### src/rtl/izh_pkg.sv
// Shared types and defaults for the time-multiplexed Izhikevich neuron scheduler.
// Latency: n/a (type and constant definitions only).
// Backpressure: n/a.
package izh_pkg;

    // Sweep controller states: IDLE waits for tick, ISSUE/WAIT/WRITE walk one neuron.
    typedef enum logic [1:0] {
        ST_IDLE  = 2'd0,
        ST_ISSUE = 2'd1,
        ST_WAIT  = 2'd2,
        ST_WRITE = 2'd3
    } state_t;

    localparam int          N_NEURONS_DEF  = 4;
    localparam int          FIFO_DEPTH_DEF = 4;
    localparam logic [7:0]  V_INIT_DEF     = 8'hBF;  // -65
    localparam logic [7:0]  U_INIT_DEF     = 8'hF3;  // -13

endpackage

### src/rtl/izh_spike_fifo.sv
// Spike-event FIFO holding neuron ids in arrival order.
// Latency: a pushed entry is visible at the head on the cycle after the push.
// Backpressure: push while full is ignored unless a pop happens in the same cycle.
module izh_spike_fifo #(
    parameter int DEPTH = 4,
    parameter int W     = 2
) (
    input  logic         clk,
    input  logic         rst,
    input  logic         push,
    input  logic [W-1:0] din,
    input  logic         pop,
    output logic         full,
    output logic         empty,
    output logic [W-1:0] data
);
    localparam int AW = $clog2(DEPTH);

    logic [W-1:0]  mem [DEPTH];
    logic [AW-1:0] wr_ptr;
    logic [AW-1:0] rd_ptr;
    logic [AW:0]   count;
    logic          do_pop;
    logic          do_push;

    assign empty   = (count == '0);
    assign full    = (count == (AW+1)'(DEPTH));
    assign data    = mem[rd_ptr];
    assign do_pop  = pop && !empty;
    // A pop frees the slot in the same cycle, so a full FIFO still accepts a push alongside it.
    assign do_push = push && (!full || do_pop);

    // Storage array: written only on an accepted push.
    always_ff @(posedge clk) begin
        if (do_push) begin
            mem[wr_ptr] <= din;
        end
    end

    // Pointers and occupancy; power-of-two depth lets the pointers wrap naturally.
    always_ff @(posedge clk) begin
        if (rst) begin
            wr_ptr <= '0;
            rd_ptr <= '0;
            count  <= '0;
        end else begin
            if (do_push) begin
                wr_ptr <= wr_ptr + 1'b1;
            end
            if (do_pop) begin
                rd_ptr <= rd_ptr + 1'b1;
            end
            case ({do_push, do_pop})
                2'b10:   count <= count + 1'b1;
                2'b01:   count <= count - 1'b1;
                default: count <= count;
            endcase
        end
    end

endmodule

### src/rtl/izh_scheduler.sv
// Sweeps N virtual Izhikevich neurons through one shared update datapath per tick.
// Latency: tick -> dp_start next cycle; each neuron costs 2 cycles plus datapath latency.
// Backpressure: waits indefinitely for dp_done; spikes are dropped (sticky flag) when the FIFO is full.
module izh_scheduler
    import izh_pkg::*;
#(
    parameter int         N_NEURONS  = N_NEURONS_DEF,
    parameter int         FIFO_DEPTH = FIFO_DEPTH_DEF,
    parameter logic [7:0] V_INIT     = V_INIT_DEF,
    parameter logic [7:0] U_INIT     = U_INIT_DEF
) (
    input  logic                         clk,
    input  logic                         rst,
    input  logic                         tick,
    input  logic                         cfg_we,
    input  logic [$clog2(N_NEURONS)-1:0] cfg_sel,
    input  logic [7:0]                   cfg_cur,
    output logic                         dp_start,
    output logic [7:0]                   dp_v,
    output logic [7:0]                   dp_u,
    output logic [7:0]                   dp_i,
    input  logic                         dp_done,
    input  logic [7:0]                   dp_v_next,
    input  logic [7:0]                   dp_u_next,
    input  logic                         dp_spike,
    output logic                         spk_valid,
    output logic [$clog2(N_NEURONS)-1:0] spk_id,
    input  logic                         spk_ready,
    output logic                         busy,
    output logic [7:0]                   v_mon,
    output logic                         overrun,
    output logic                         spk_drop
);
    localparam int IW = $clog2(N_NEURONS);

    state_t        state;
    state_t        state_nxt;
    logic [IW-1:0] idx;
    logic [IW-1:0] ld_idx;
    logic          load_ops;
    logic          last;

    logic [7:0]    v_mem   [N_NEURONS];
    logic [7:0]    u_mem   [N_NEURONS];
    logic [7:0]    cur_mem [N_NEURONS];

    logic [7:0]    res_v;
    logic [7:0]    res_u;
    logic          res_spk;

    logic          spk_push;
    logic          spk_pop;
    logic          fifo_full;
    logic          fifo_empty;

    assign last      = (idx == IW'(N_NEURONS - 1));
    assign busy      = (state != ST_IDLE);
    assign dp_start  = (state == ST_ISSUE);
    assign v_mon     = v_mem[cfg_sel];
    assign spk_push  = (state == ST_WRITE) && res_spk;
    assign spk_valid = !fifo_empty;
    assign spk_pop   = spk_valid && spk_ready;

    // Next-state decode; load_ops marks the edge that enters ISSUE so operands are valid during it.
    always_comb begin
        state_nxt = state;
        load_ops  = 1'b0;
        ld_idx    = idx;
        case (state)
            ST_IDLE: begin
                if (tick) begin
                    state_nxt = ST_ISSUE;
                    load_ops  = 1'b1;
                    ld_idx    = '0;
                end
            end
            ST_ISSUE: begin
                state_nxt = ST_WAIT;
            end
            ST_WAIT: begin
                if (dp_done) begin
                    state_nxt = ST_WRITE;
                end
            end
            ST_WRITE: begin
                if (last) begin
                    state_nxt = ST_IDLE;
                end else begin
                    state_nxt = ST_ISSUE;
                    load_ops  = 1'b1;
                    ld_idx    = idx + 1'b1;
                end
            end
            default: begin
                state_nxt = ST_IDLE;
            end
        endcase
    end

    // State register.
    always_ff @(posedge clk) begin
        if (rst) begin
            state <= ST_IDLE;
        end else begin
            state <= state_nxt;
        end
    end

    // Neuron index and operand registers; a same-cycle current write for the neuron being loaded is forwarded.
    always_ff @(posedge clk) begin
        if (rst) begin
            idx  <= '0;
            dp_v <= '0;
            dp_u <= '0;
            dp_i <= '0;
        end else if (load_ops) begin
            idx  <= ld_idx;
            dp_v <= v_mem[ld_idx];
            dp_u <= u_mem[ld_idx];
            dp_i <= (cfg_we && (cfg_sel == ld_idx)) ? cfg_cur : cur_mem[ld_idx];
        end
    end

    // Capture the datapath result when it is presented, so WRITE does not depend on the datapath holding it.
    always_ff @(posedge clk) begin
        if (rst) begin
            res_v   <= '0;
            res_u   <= '0;
            res_spk <= 1'b0;
        end else if ((state == ST_WAIT) && dp_done) begin
            res_v   <= dp_v_next;
            res_u   <= dp_u_next;
            res_spk <= dp_spike;
        end
    end

    // Membrane/recovery state array, updated bit-exact in WRITE.
    always_ff @(posedge clk) begin
        if (rst) begin
            for (int n = 0; n < N_NEURONS; n++) begin
                v_mem[n] <= V_INIT;
                u_mem[n] <= U_INIT;
            end
        end else if (state == ST_WRITE) begin
            v_mem[idx] <= res_v;
            u_mem[idx] <= res_u;
        end
    end

    // Input current registers, writable in any state.
    always_ff @(posedge clk) begin
        if (rst) begin
            for (int n = 0; n < N_NEURONS; n++) begin
                cur_mem[n] <= '0;
            end
        end else if (cfg_we) begin
            cur_mem[cfg_sel] <= cfg_cur;
        end
    end

    // Sticky error flags, cleared only by reset.
    always_ff @(posedge clk) begin
        if (rst) begin
            overrun  <= 1'b0;
            spk_drop <= 1'b0;
        end else begin
            if (tick && busy) begin
                overrun <= 1'b1;
            end
            if (spk_push && fifo_full && !spk_pop) begin
                spk_drop <= 1'b1;
            end
        end
    end

    izh_spike_fifo #(
        .DEPTH (FIFO_DEPTH),
        .W     (IW)
    ) u_spike_fifo (
        .clk   (clk),
        .rst   (rst),
        .push  (spk_push),
        .din   (idx),
        .pop   (spk_pop),
        .full  (fifo_full),
        .empty (fifo_empty),
        .data  (spk_id)
    );

endmodule
### config.mk
export PLATFORM = sky130hd
export DESIGN_NAME = izh_scheduler
export DESIGN_NICKNAME = d
export VERILOG_FILES = /design/src/rtl/izh_pkg.sv /design/src/rtl/izh_spike_fifo.sv /design/src/rtl/izh_scheduler.sv
export SDC_FILE = /design/constraint.sdc
export NUM_CORES = 1
export LEC_CHECK = 0
export ABC_AREA = 1
export CORE_ASPECT_RATIO = 0.75
export CORE_MARGIN = 2
export CORE_UTILIZATION = 50
export CTS_CLUSTER_SIZE = 25
export DETAILED_ROUTE_END_ITERATION = 6
export GPL_TIMING_DRIVEN = 0
export HOLD_SLACK_MARGIN = 0.15
export PLACE_DENSITY = 0.71
export SKIP_CTS_REPAIR_TIMING = 1
export SYNTH_ARGS = -nofsm -noshare
export SYNTH_HDL_FRONTEND = slang
export SYNTH_SLANG_ARGS = --single-unit
### constraint.sdc
create_clock -name clk -period 5.85 [get_ports clk]
set_input_delay 0.585 -clock clk [delete_from_list [all_inputs] [get_ports clk]]
set_output_delay 0.585 -clock clk [all_outputs]
set_load 0.02 [all_outputs]
==> flow_summary.yaml, run 1 <==
sta:
  fmax_mhz: 255.9
  period_needed_ps: 3908
  grt_setup_unrepaired: "no"
  finalSetupViolations: 0
  fin_skew_ps: 16.46
  final.period_utilization_pct: 66.80
  fin_setup_tns_ps: 0
  hold_violations: 0
  relSlewSlack_pct: 12.82
  worst_slew_pin_slew_ps: 1298
  final_max_slew_viol_count: 0
power:
  switchingPower_mw: 1.507
  comb_power_share_pct: 36.8
  netSwitchingFraction_pct: 37.50
  p_seq_share_pct: 36.7
  p_per_area_nw_per_um2: 456.0
  pwr-share-clk_pct: 26.5
  vdd_drop_max_v: 0.0002656
  cellLeakagePower_nw: 3.318
  intPower_mw: 2.511
final_layout:
  mostFrequentLayoutCell: "nor2_1"
  nNetsFinal: 957
  final_cell_mix: "nor2_1, nand2_1, edfxtp_1"
  stdcell_count: 1127
  num_antenna_cells: 0
  area_growth_pct: 21.41
  drive_above_1_share_pct: 7.335
setup_path:
  cp_slowest_cell: "clkdlybuf4s50_1"
  critPathBufInv: 5
  reg2reg_slack_ps: 3500
  r2r-start: "state[0]$_SDFFE_PP0P_"
  worst_ep_arrival_time_ps: 3320
  worst_ep_required_time_ps: 5270
  end_kind: "primary output"
  critPathLaunch: "cfg_sel[0]"
  crit_path_start_kind: "input pin"
  cp_cell_sequence: "clkdlybuf4s50_1 -> clkbuf_1 -> inv_1 -> clkbuf_1 -> o21ai_0 -> a21oi_1 -> a21oi_1 -> clkdlybuf4s50_1"
  critPathMaxFanout: 10
  critPathKind: "in -> out"
  slowest_delay_ps: 660
  crit_family: "buffers and inverters"
yosys:
  yosysSeqAreaShare_pct: 58.47
  synth-simple-area-share_pct: 20.08
  synth-seq-cells: 160
  synth_edf_count: 104
  synth_area_um2: 7258
  synth_largest_type_area_fraction_pct: 43.03
  synth_area_leaders: "edfxtp_1, dfxtp_1, nor2_1"
  synth_cells: 823
  synth_nets: 866
  synthAdderAreaFrac_pct: 1.827
  synthMuxAreaShare_pct: 0
  synth-compound-area-share_pct: 11.53
  syn_area_per_cell_um2: 8.819
  synth_top_family_by_area: "simple AND/OR/NAND/NOR gates"
  synth_top_area_cell: "edfxtp_1"
  synth_flop_cell: "edfxtp_1"
  synthDistinctLibCells: 28
  yosysWarnings: 0
  synth_xor_area_share_pct: 0
  async_reset_ff_share_pct: 0
drt:
  avgRoutedWirePerCell_um: 16.60
  vias: 5899
  drc: 0
  ant_nets: 0
  drt_first_pass_iters: 5
  viasPerCell: 5.234
  drtIter0Drc: 575
  wl_mm: 18.71
global_routing:
  grt_usage_pct: 25.36
  grt_pass1_wl_mm: 29.15
  overflow: 0
  antenna_found_initial: 0
  grt_pass1_vias: 5420
  grt_max_degree: 17
clocking:
  clkSlewWorstSetupHoldPaths_ps: 60
  numCtsBuffers: 17
  cts_tree: "done"
  clockRootBuffer: "clkbuf_16"
  cts-htree-levels: 4
  clock_latency_ps: 420
  cts.sinks: 160
  cts.path.max_buffers: 2
die:
  rows: 38
  fp.dieW_um: 143.1
  die-area_um2: 15510
  core_area_um2: 14310
  initial_core_util_pct: 50.72
  ios: 72
  die_h_um: 108.3
place:
  placed_cells: 1095
  place.gp.congestion: 0.8731
  hpwl_mm: 13.13
  numPortBuffers: 71
status:
  status: "finished, final reports clean"
job:
  maxCapViolations: 0
worst_hold_path:
  hold_start: "res_v[0]$_SDFFE_PP0P_"
  min_path_type: "reg -> reg"
[sequential cells by signal, indices dropped and copies added, names as in the netlist, 3 cells and up, named ones only]
| signal | flops |
|---|---|
| cur_mem | 32 |
| dp_i | 8 |
| dp_u | 8 |
| dp_v | 8 |
| res_u | 8 |
| res_v | 8 |
| u_mem | 32 |
| u_spike_fifo.count | 3 |
| u_spike_fifo.mem | 8 |
| v_mem | 32 |
[area by class of cell]
cell class / instances / area, um2
Fill cell: 1235 / 5499
Sequential cell: 160 / 4244
Multi-Input combinational cell: 521 / 2445
Timing Repair Buffer: 72 / 725.7
Clock buffer: 23 / 479.2
Inverter: 105 / 394.1
Tap cell: 200 / 250.2
Buffer: 37 / 192.7
Clock inverter: 9 / 81.33
[power groups by stage]
stage	Clock, mW	Sequential, mW	Combinational [mW]
after floorplan	0	1.58	0.818
after global placement	0	1.49	1.42
after detailed placement	0	1.50	1.45
after CTS	1.07	1.47	1.46
after global routing	1.11	1.49	1.62
final	1.07	1.47	1.48
[worst min-delay path: stages (launching register included)]
cell	delay, ps
dfxtp_1	310
inv_1	70
a21oi_1	60
[synth_stat cells, drive strengths merged (2+ instances only)]
master and n:
nor3 4, o21ai 75, dfxtp 56, nand3 55
buf 16, inv 105, nand2 124, a21oi 66
nor2 160, o22ai 2, ha 9, clkbuf 21
or2 9, edfxtp 104, o211ai 13
[metal layers]
layer	GRT usage, %	vias to the layer above	routed length, um
met5	0	-	0
met2	35.85	289	7819
li1	-	2887	-
met3	5.757	19	1956
met4	6.789	0	207
met1	39.16	2704	8726
[final timing paths]
path / cells after the start / to
hold / removal: 2 / res_v[0]$_SDFFE_PP0P_
setup reg to reg: 13 / dp_i[2]$_SDFFE_PP0P_
setup / recovery: 8 / v_mon[6]
hold reg to reg: 2 / res_v[0]$_SDFFE_PP0P_
[per-stage QoR]
stage / total power [mW] / worst slack, ps / util [%] / area [um2] / hold slack [ps]
6_report: 4.018 / 1942 / 61.58 / 8812 / 479.5
5_1_grt: 4.220 / 1904 / 61.58 / 8812 / 501.2
4_1_cts: 4.002 / 2046 / 61.58 / 8812 / 476.4
3_5_place_dp: 2.944 / 2074 / 57.66 / 8252 / 463.7
3_3_place_gp: 2.917 / 2074 / 57.43 / 8219 / 455.3
2_1_floorplan: 2.397 / 3535 / - / 7258 / 436.2
[logic make-up (layout without fill, tap and decap cells)]
| kind of cell | count (synthesis) | after routing |
|---|---|---|
| AND/OR/NAND/NOR | 352 | 352 |
| flip-flops | 160 | 160 |
| AO/OA/AOI/OAI | 159 | 159 |
| buffers and inverters | 142 | 246 |
| adder cells (fa/ha/maj) | 10 | 10 |
(Power assumes the default switching activity.)
==> run 2, diff against run 1 <==
Clock period 5.85 ns to 3.8 ns, I/O delays scaled along.
==> results of run 2 <==
Same layout as run 1 (identical final DEF). Status: finished, final reports clean.
Among the figures that moved: setup slack after placement 2074 ps -> 433.8 ps; setup slack after layout 1942 ps -> 302.1 ps; register-to-register setup slack 3500 ps -> 1450 ps; total power 4.018 mW -> 6.186 mW; worst IR drop on VDD 0.0002656 V -> 0.0004088 V
